<file path="src/rtl/ctrl_pkg.sv">
// rtl/ctrl_pkg.sv - shared types and constants for the ID/EX control-bundle stage
package ctrl_pkg;

    localparam int CTRL_W = 8;

    typedef struct packed {
        logic       regWrite;
        logic       aluSrc;
        logic [1:0] writeSrc;
        logic [1:0] aluOp;
        logic       memRead;
        logic       memWrite;
    } ctrl_t;

    localparam int REG_WRITE_BIT = 7;
    localparam int ALU_SRC_BIT   = 6;
    localparam int WRITE_SRC_LSB = 4;
    localparam int ALU_OP_LSB    = 2;
    localparam int MEM_READ_BIT  = 1;
    localparam int MEM_WRITE_BIT = 0;

    localparam logic [CTRL_W-1:0] DEFAULT_KILL_MASK = {CTRL_W{1'b1}};

    typedef enum logic {
        IDLE   = 1'b0,
        BUBBLE = 1'b1
    } bubble_state_e;

endpackage

</file>
<file path="src/rtl/sat_counter.sv">
// rtl/sat_counter.sv - synchronous-clear saturating up-counter
module sat_counter #(
    parameter int W = 32
) (
    input  logic         clk,
    input  logic         inc_i,
    input  logic         clr_i,
    output logic [W-1:0] cnt_o
);

    always_ff @(posedge clk) begin
        if (clr_i) begin
            cnt_o <= '0;
        end else if (inc_i && (cnt_o != {W{1'b1}})) begin
            cnt_o <= cnt_o + W'(1);
        end
    end

endmodule

</file>
<file path="src/rtl/ctrl_bubble_stage.sv">
// rtl/ctrl_bubble_stage.sv - ID/EX control register with flush, stall and multi-cycle bubble insertion
module ctrl_bubble_stage
    import ctrl_pkg::*;
#(
    parameter int                CTRL_W     = ctrl_pkg::CTRL_W,
    parameter logic [CTRL_W-1:0] KILL_MASK  = {CTRL_W{1'b1}},
    parameter int                MAX_BUBBLE = 3,
    parameter int                CNT_W      = $clog2(MAX_BUBBLE + 1),
    parameter int                PERF_W     = 32
) (
    input  logic              clk,
    input  logic              rst,
    input  logic [CTRL_W-1:0] ctrl_i,
    input  logic              valid_i,
    input  logic              stall_i,
    input  logic              flush_i,
    input  logic              bubble_req_i,
    input  logic [CNT_W-1:0]  bubble_len_i,
    output logic [CTRL_W-1:0] ctrl_o,
    output logic              valid_o,
    output logic              stall_o,
    output logic              busy_o,
    output logic [PERF_W-1:0] bubble_cnt_o
);

    localparam logic [CNT_W-1:0] MAX_LEN = CNT_W'(MAX_BUBBLE);

    bubble_state_e     state;
    logic [CNT_W-1:0]  downCnt;
    logic [CNT_W-1:0]  runLen;
    logic [CTRL_W-1:0] bubbleVal;
    logic              reqActive;
    logic              bubbleInc;

    assign runLen    = (bubble_len_i > MAX_LEN) ? MAX_LEN : bubble_len_i;
    assign reqActive = bubble_req_i && (bubble_len_i != '0);
    assign bubbleVal = ctrl_i & ~KILL_MASK;

    // Hold upstream for every cycle a bubble is being issued, including the request cycle.
    assign stall_o   = !flush_i && ((state == BUBBLE) || ((state == IDLE) && reqActive));
    assign bubbleInc = !flush_i && !stall_i && ((state == BUBBLE) || reqActive);
    assign busy_o    = (state == BUBBLE);

    always_ff @(posedge clk) begin
        if (rst) begin
            ctrl_o  <= '0;
            valid_o <= 1'b0;
            state   <= IDLE;
            downCnt <= '0;
        end else if (flush_i) begin
            ctrl_o  <= bubbleVal;
            valid_o <= 1'b0;
            state   <= IDLE;
            downCnt <= '0;
        end else if (stall_i) begin
            ctrl_o  <= ctrl_o;
            valid_o <= valid_o;
        end else if (state == BUBBLE) begin
            ctrl_o  <= bubbleVal;
            valid_o <= 1'b0;
            downCnt <= downCnt - CNT_W'(1);
            if (downCnt == CNT_W'(1)) begin
                state <= IDLE;
            end
        end else if (reqActive) begin
            ctrl_o  <= bubbleVal;
            valid_o <= 1'b0;
            // The request cycle itself is the first bubble; only the remainder needs the FSM.
            if (runLen > CNT_W'(1)) begin
                state   <= BUBBLE;
                downCnt <= runLen - CNT_W'(1);
            end
        end else begin
            ctrl_o  <= ctrl_i;
            valid_o <= valid_i;
        end
    end

    sat_counter #(
        .W(PERF_W)
    ) u_bubble_cnt (
        .clk  (clk),
        .inc_i(bubbleInc),
        .clr_i(rst),
        .cnt_o(bubble_cnt_o)
    );

endmodule

</file>
<file path="config.mk">
export PLATFORM = sky130hd
export DESIGN_NAME = ctrl_bubble_stage
export DESIGN_NICKNAME = d
export VERILOG_FILES = /design/src/rtl/ctrl_pkg.sv /design/src/rtl/sat_counter.sv /design/src/rtl/ctrl_bubble_stage.sv
export SDC_FILE = /design/constraint.sdc
export NUM_CORES = 1
export LEC_CHECK = 0
export CORE_UTILIZATION = 50
export DETAILED_ROUTE_END_ITERATION = 8
export PLACE_DENSITY = 0.88
export SLEW_MARGIN = 30
export SYNTH_ARGS = -nofsm -noshare
export SYNTH_HDL_FRONTEND = slang
export SYNTH_SLANG_ARGS = --single-unit
</file>
<file path="constraint.sdc">
create_clock -name clk -period 3.55 [get_ports clk]
set_input_delay 0.71 -clock clk [delete_from_list [all_inputs] [get_ports clk]]
set_output_delay 0.71 -clock clk [all_outputs]
set_load 0.05 [all_outputs]
</file>
# After elaboration in Yosys (flattened, before gate mapping)

Index checks and enable logic that the tools add are counted.

Register bits after elaboration: 44
Input bits: 16

Add/sub/neg operators: 3
Magnitude comparators: 2
Equal/unequal tests: 2
Multiplexer cells: 12
Bitwise operators: 2
Reduce and logical (&&, ||, !) cells: 15

Operators with widths:

| kind                                                                            | number |
|---|---|
| 32-bit by 1-bit adder with 32-bit output, second input constant                 | 1 |
| 32-bit != test, second input constant                                           | 1 |
| 8-bit 2-to-1 mux                                                                | 2 |
| 2-bit 2-to-1 mux                                                                | 4 |
| 1-bit logical AND                                                               | 6 |
| 1-bit 2-to-1 mux                                                                | 6 |
| 2-bit nonzero test                                                              | 3 |
| 2-bit by 1-bit subtractor with 2-bit output, second input constant              | 2 |
| 3-bit AND reduction                                                             | 1 |
| 2-bit by 1-bit == test with 1-bit output, second input constant                 | 1 |
| 2-bit by 1-bit greater-than comparator with 1-bit output, second input constant | 1 |
| 2-bit greater-than comparator, second input constant                            | 1 |
| 1-bit logical NOT                                                               | 2 |
| 1-bit logical OR                                                                | 2 |
| 1-bit NOT                                                                       | 2 |
| 2-bit OR reduction                                                              | 1 |

# Logic depth before layout (Yosys ltp)

Depth in word-level cells: 6
Depth in mapped cells: 8
Gate-level depth less buffers: 7

# Cells and area by module

From an unflattened synthesis, not the netlist that was laid out.

Cell total of the unflattened synthesis: 262
Area total of the unflattened synthesis: 2,250.9 sq um

Modules (own cells, without submodules):

| module            | instances | cells an instance | area each (sq um) | sequential area each (sq um) |
|---|---|---|---|---|
| sat_counter       | 1         | 199               | 1,674.1           | 640.6 |
| ctrl_bubble_stage | 1         | 63                | 576.8             | 240.2 |

# Worst setup path before layout

No wires, ideal clock.

Path type: input port to output port
From: input port bubble_len_i[0]
To: output port stall_o
Data arrival time: 1.826 ns
Data required time: 2.840 ns
Setup slack: 1.014 ns
Cell stages on the path: 5
Buffers on the path: 0
Cell sequence: inv_1 > ha_1 > nor2b_1 > nor2_1 > nor2_1

Word-level cells in the longest chain between the ends: 5

Ends and longest elaborated chain:

| what               | line                    | source |
|---|---|---|
| start, declared    | ctrl_bubble_stage.sv:18 | `input logic [CNT_W-1:0] bubble_len_i,` |
| 2-bit nonzero test | ctrl_bubble_stage.sv:36 | `assign reqActive = bubble_req_i && (bubble_len_i != '0);` |
| 1-bit logical AND  | ctrl_bubble_stage.sv:36 |  |
| 1-bit logical AND  | ctrl_bubble_stage.sv:40 | `assign stall_o = !flush_i && ((state == BUBBLE) \|\| ((state == IDLE) && reqActive));` |
| 1-bit logical OR   | ctrl_bubble_stage.sv:40 |  |
| 1-bit logical AND  | ctrl_bubble_stage.sv:40 |  |
| end, declared      | ctrl_bubble_stage.sv:21 | `output logic stall_o,` |

No other way between the ends.

# Worst setup path in the final report

From: input port bubble_len_i[0]
To: register u_bubble_cnt.cnt_o[21]

Word-level cells in the longest chain between the ends: 5

Ends and longest elaborated chain:

| what                 | line                    | source |
|---|---|---|
| 2-bit nonzero test   | ctrl_bubble_stage.sv:36 |  |
| 1-bit logical AND    | ctrl_bubble_stage.sv:36 |  |
| 1-bit logical OR     | ctrl_bubble_stage.sv:41 | `assign bubbleInc = !flush_i && !stall_i && ((state == BUBBLE) \|\| reqActive);` |
| 1-bit logical AND    | ctrl_bubble_stage.sv:41 |  |
| 1-bit logical AND    | sat_counter.sv:14       | `end else if (inc_i && (cnt_o != {W{1'b1}})) begin` |
| end signal, assigned | sat_counter.sv:15       | `cnt_o <= cnt_o + W'(1);` |
| end, declared        | sat_counter.sv:8        | `output logic [W-1:0] cnt_o` |

No other way between the ends.
A chain may end at the register's enable or synchronous reset.

==> metrics.csv <==
metric,value,unit
drv_cap,0,
routed_wirelength,4800,um
async_reset_ff_frac,0,
dp.final_hpwl,3500,um
power.switching,0.000230,W
grt_util_met3,0.0533,
syn_nets,273,
setup_viol,0,
timing.reg2reg.setup_slack,1.15,ns
cts_tree,done,
synth-seq-cells,44,
cts_resized,0,
drcViolationCount,0,
n_antenna_cell,0,
core_region_area,4090,um2
clock_latency,0.31,ns
dieArea,4640,um2
p_seq_frac,0.514,
avgSynthCellArea,8.63,um2
fin_crit,2.95,ns
use_met1,0.285,
grt_pass1_vias,1758,
dr.first_iter.drc_count,108,
synth_area,2180,um2
irDropWorstVdd,0.258,mV
hold_class,flop to flop,
final_nets,331,
synth_enable_flop_cells,0,
intPower,0.000744,W
finalCritPeriodShare,0.831,
layout_common_cells,"clkdlybuf4s50_1 (57), dfxtp_1 (44), nor2_1 (29), a21oi_1 (25), o21ai_0 (15)",
fmaxAchievable,0.339,GHz
syn_inst,253,
via_count,2058,
worstHoldPathCells,2,
rows,23,
synth_top_area_share,0.403,
yosysSeqAreaShare,0.403,
worst_setup_path_end_kind,flop,
ioPinCount,59,
start_kind,input pin,
whs_endpoint,ctrl_o[5]$_SDFFE_PP0N_,
gr-max-usage-layer,met2,
setup.worst_path.class,input pin to flop,
switching_share,0.236,
antenna_found_initial,0,
gp_congestion,0.777,
grt_usage,0.219,
initial_core_util,0.535,
leakagePower,0.979,nW
yosysTopAreaCell,dfxtp_1,
port_buffers,58,
synthFlopType,dfxtp_1,
postRouteAntennaNets,0,
place_area,2790,um2
status,"finished, final reports clean",
cts_htree_levels,2,
finalSetupTns,0,ns
post_cts_buffers,0,
pwr-share-clk,0.406,
cp_data_arrival_time,3.17,ns
postCtsHoldBufs,0,
clock_skew,0.00884,ns
slew_violations,0,
yosysWarnings,0,
cts_buffers,5,
hold_violations,0,
reg2reg_from,u_bubble_cnt.cnt_o[0]$_SDFFE_PP0P_,
power_frac_comb,0.080,
drt-wirelength-per-cell,13.3,um
chipWidth,68.1,um
power_density,335,nW/um2
worstHoldStart,ctrl_o[5]$_SDFFE_PP0N_,
worstReg2RegEnd,u_bubble_cnt.cnt_o[11]$_SDFFE_PP0P_,
grt_max_degree,24,
cts.clk_slew.worst_paths,0.09,ns
cp_max_fo,15,
stdcell_area,2900,um2
worstPathRequired,3.77,ns
drive_gt1_frac,0.109,
relSlewSlack,0.542,
layout_commonest_cell,clkdlybuf4s50_1,
use_met2,0.348,
rsz0062_at_grt,false,
tightest_slew,0.669,ns
die_y,68.1,um
clockBufferDepth,2,
worstRegToRegCells,6,
clock-root-buffer,clkbuf_8,
grt_pass1_wl,7660,um
viasPerCell,5.69,
numClockSinks,44,
synth.area.top_cells,"dfxtp_1 (40%), a21oi_1 (5.7%), mux2i_1 (5.0%)",
fillers,320,
ys_types,47,
drt_pass1_iterations,4,
syn2layout_area_growth,32.9,%
grt_remaining_overflow,0,
-- metal layers --
metal | part of all wire | vias up | wire length, um
li1 | - | 1055 | -
met1 | 0.48 | 948 | 2290
met2 | 0.46 | 50 | 2190
met3 | 0.055 | 5 | 263
met4 | 0.013 | 0 | 64
met5 | 0 | - | 0
-- worst max-delay path, stage by stage --
cell and delay (ns):
clkdlybuf4s50_1 0.48, inv_1 0.06, ha_1 0.21, nor2b_1 0.22, o2111ai_1 0.26, a2111o_1 0.62
or3_2 0.46, a21oi_1 0.14
-- Yosys cell counts, types with 3 or more instances --
cell type	count
inv_1	6
nand3_1	13
or4_1	5
or3_2	7
or3_1	6
clkbuf_1	4
ha_1	4
nor3_1	6
dfxtp_1	44
a211oi_1	3
nor2b_1	5
and3_1	3
o31ai_1	5
o21ai_0	15
and3_2	3
nand2_1	12
nand4_1	10
a21oi_1	25
mux2i_1	11
nor2_1	29
-- cells by family (layout without fill, tap and decap cells) --
family	count (synthesis)	in the layout	share of synthesized area
and+or+nand+nor	111	111	0.285
adders and majority gates	4	4	0.0229
AOI/OAI and AO/OA	61	61	0.174
buffers and inverters	15	74	0.0338
muxes	14	14	0.0659
DFF	44	44	0.403
xor gates and xnor gates	4	4	0.0160
-- power by group through the flow --
stage | clock network, W | logic [W] | registers [W]
finish | 0.000396 | 0.0000778 | 0.000500
global route | 0.000419 | 0.0000847 | 0.000501
CTS | 0.000399 | 0.0000784 | 0.000500
detailed placement | 0 | 0.0000782 | 0.000512
global placement | 0 | 0.0000771 | 0.000512
floorplan | 0 | 0.0000321 | 0.000525
-- layout make-up --
type                       instances  area, um2  area share
tap                               50       62.6      0.0215
inverter                           6       22.5     0.00776
multi-input combinational        194       1230       0.424
clock buffer                       5       68.8      0.0237
sequential                        44        881       0.303
timing repair buffer              60        593       0.204
clock inverter                     3       46.3      0.0159
-- registers in the layout, summed over array words and instances, names as in the netlist --
| register | count |
|---|---|
| valid_o | 1 |
| u_bubble_cnt.cnt_o | 32 |
| busy_o | 1 |
| downCnt | 2 |
| ctrl_o | 8 |
-- worst max path at each step --
stage	startpoint	endpoint	slack, ns	cells after the start
3_5_place_dp	bubble_len_i[0]	u_bubble_cnt.cnt_o[21]$_SDFFE_PP0P_	0.32	8
6_report	bubble_len_i[0]	u_bubble_cnt.cnt_o[21]$_SDFFE_PP0P_	0.60	8
4_1_cts	bubble_len_i[0]	u_bubble_cnt.cnt_o[21]$_SDFFE_PP0P_	0.61	8
5_1_grt	bubble_len_i[0]	u_bubble_cnt.cnt_o[29]$_SDFFE_PP0P_	0.45	8
2_1_floorplan	bubble_len_i[0]	stall_o	1.01	5
3_3_place_gp	bubble_len_i[0]	u_bubble_cnt.cnt_o[21]$_SDFFE_PP0P_	0.41	8
-- through the flow --
step	hold WS (ns)	total power (W)	setup WS, ns	util	instances
floorplan	0.452	0.000558	1.01	-	253
global placement	0.474	0.000589	0.412	0.682	354
detailed placement	0.485	0.000590	0.324	0.682	354
CTS	0.507	0.000978	0.608	0.711	362
global route	0.545	0.00100	0.451	0.711	362
finish	0.500	0.000974	0.600	0.711	362
(Power assumes the default switching activity.)
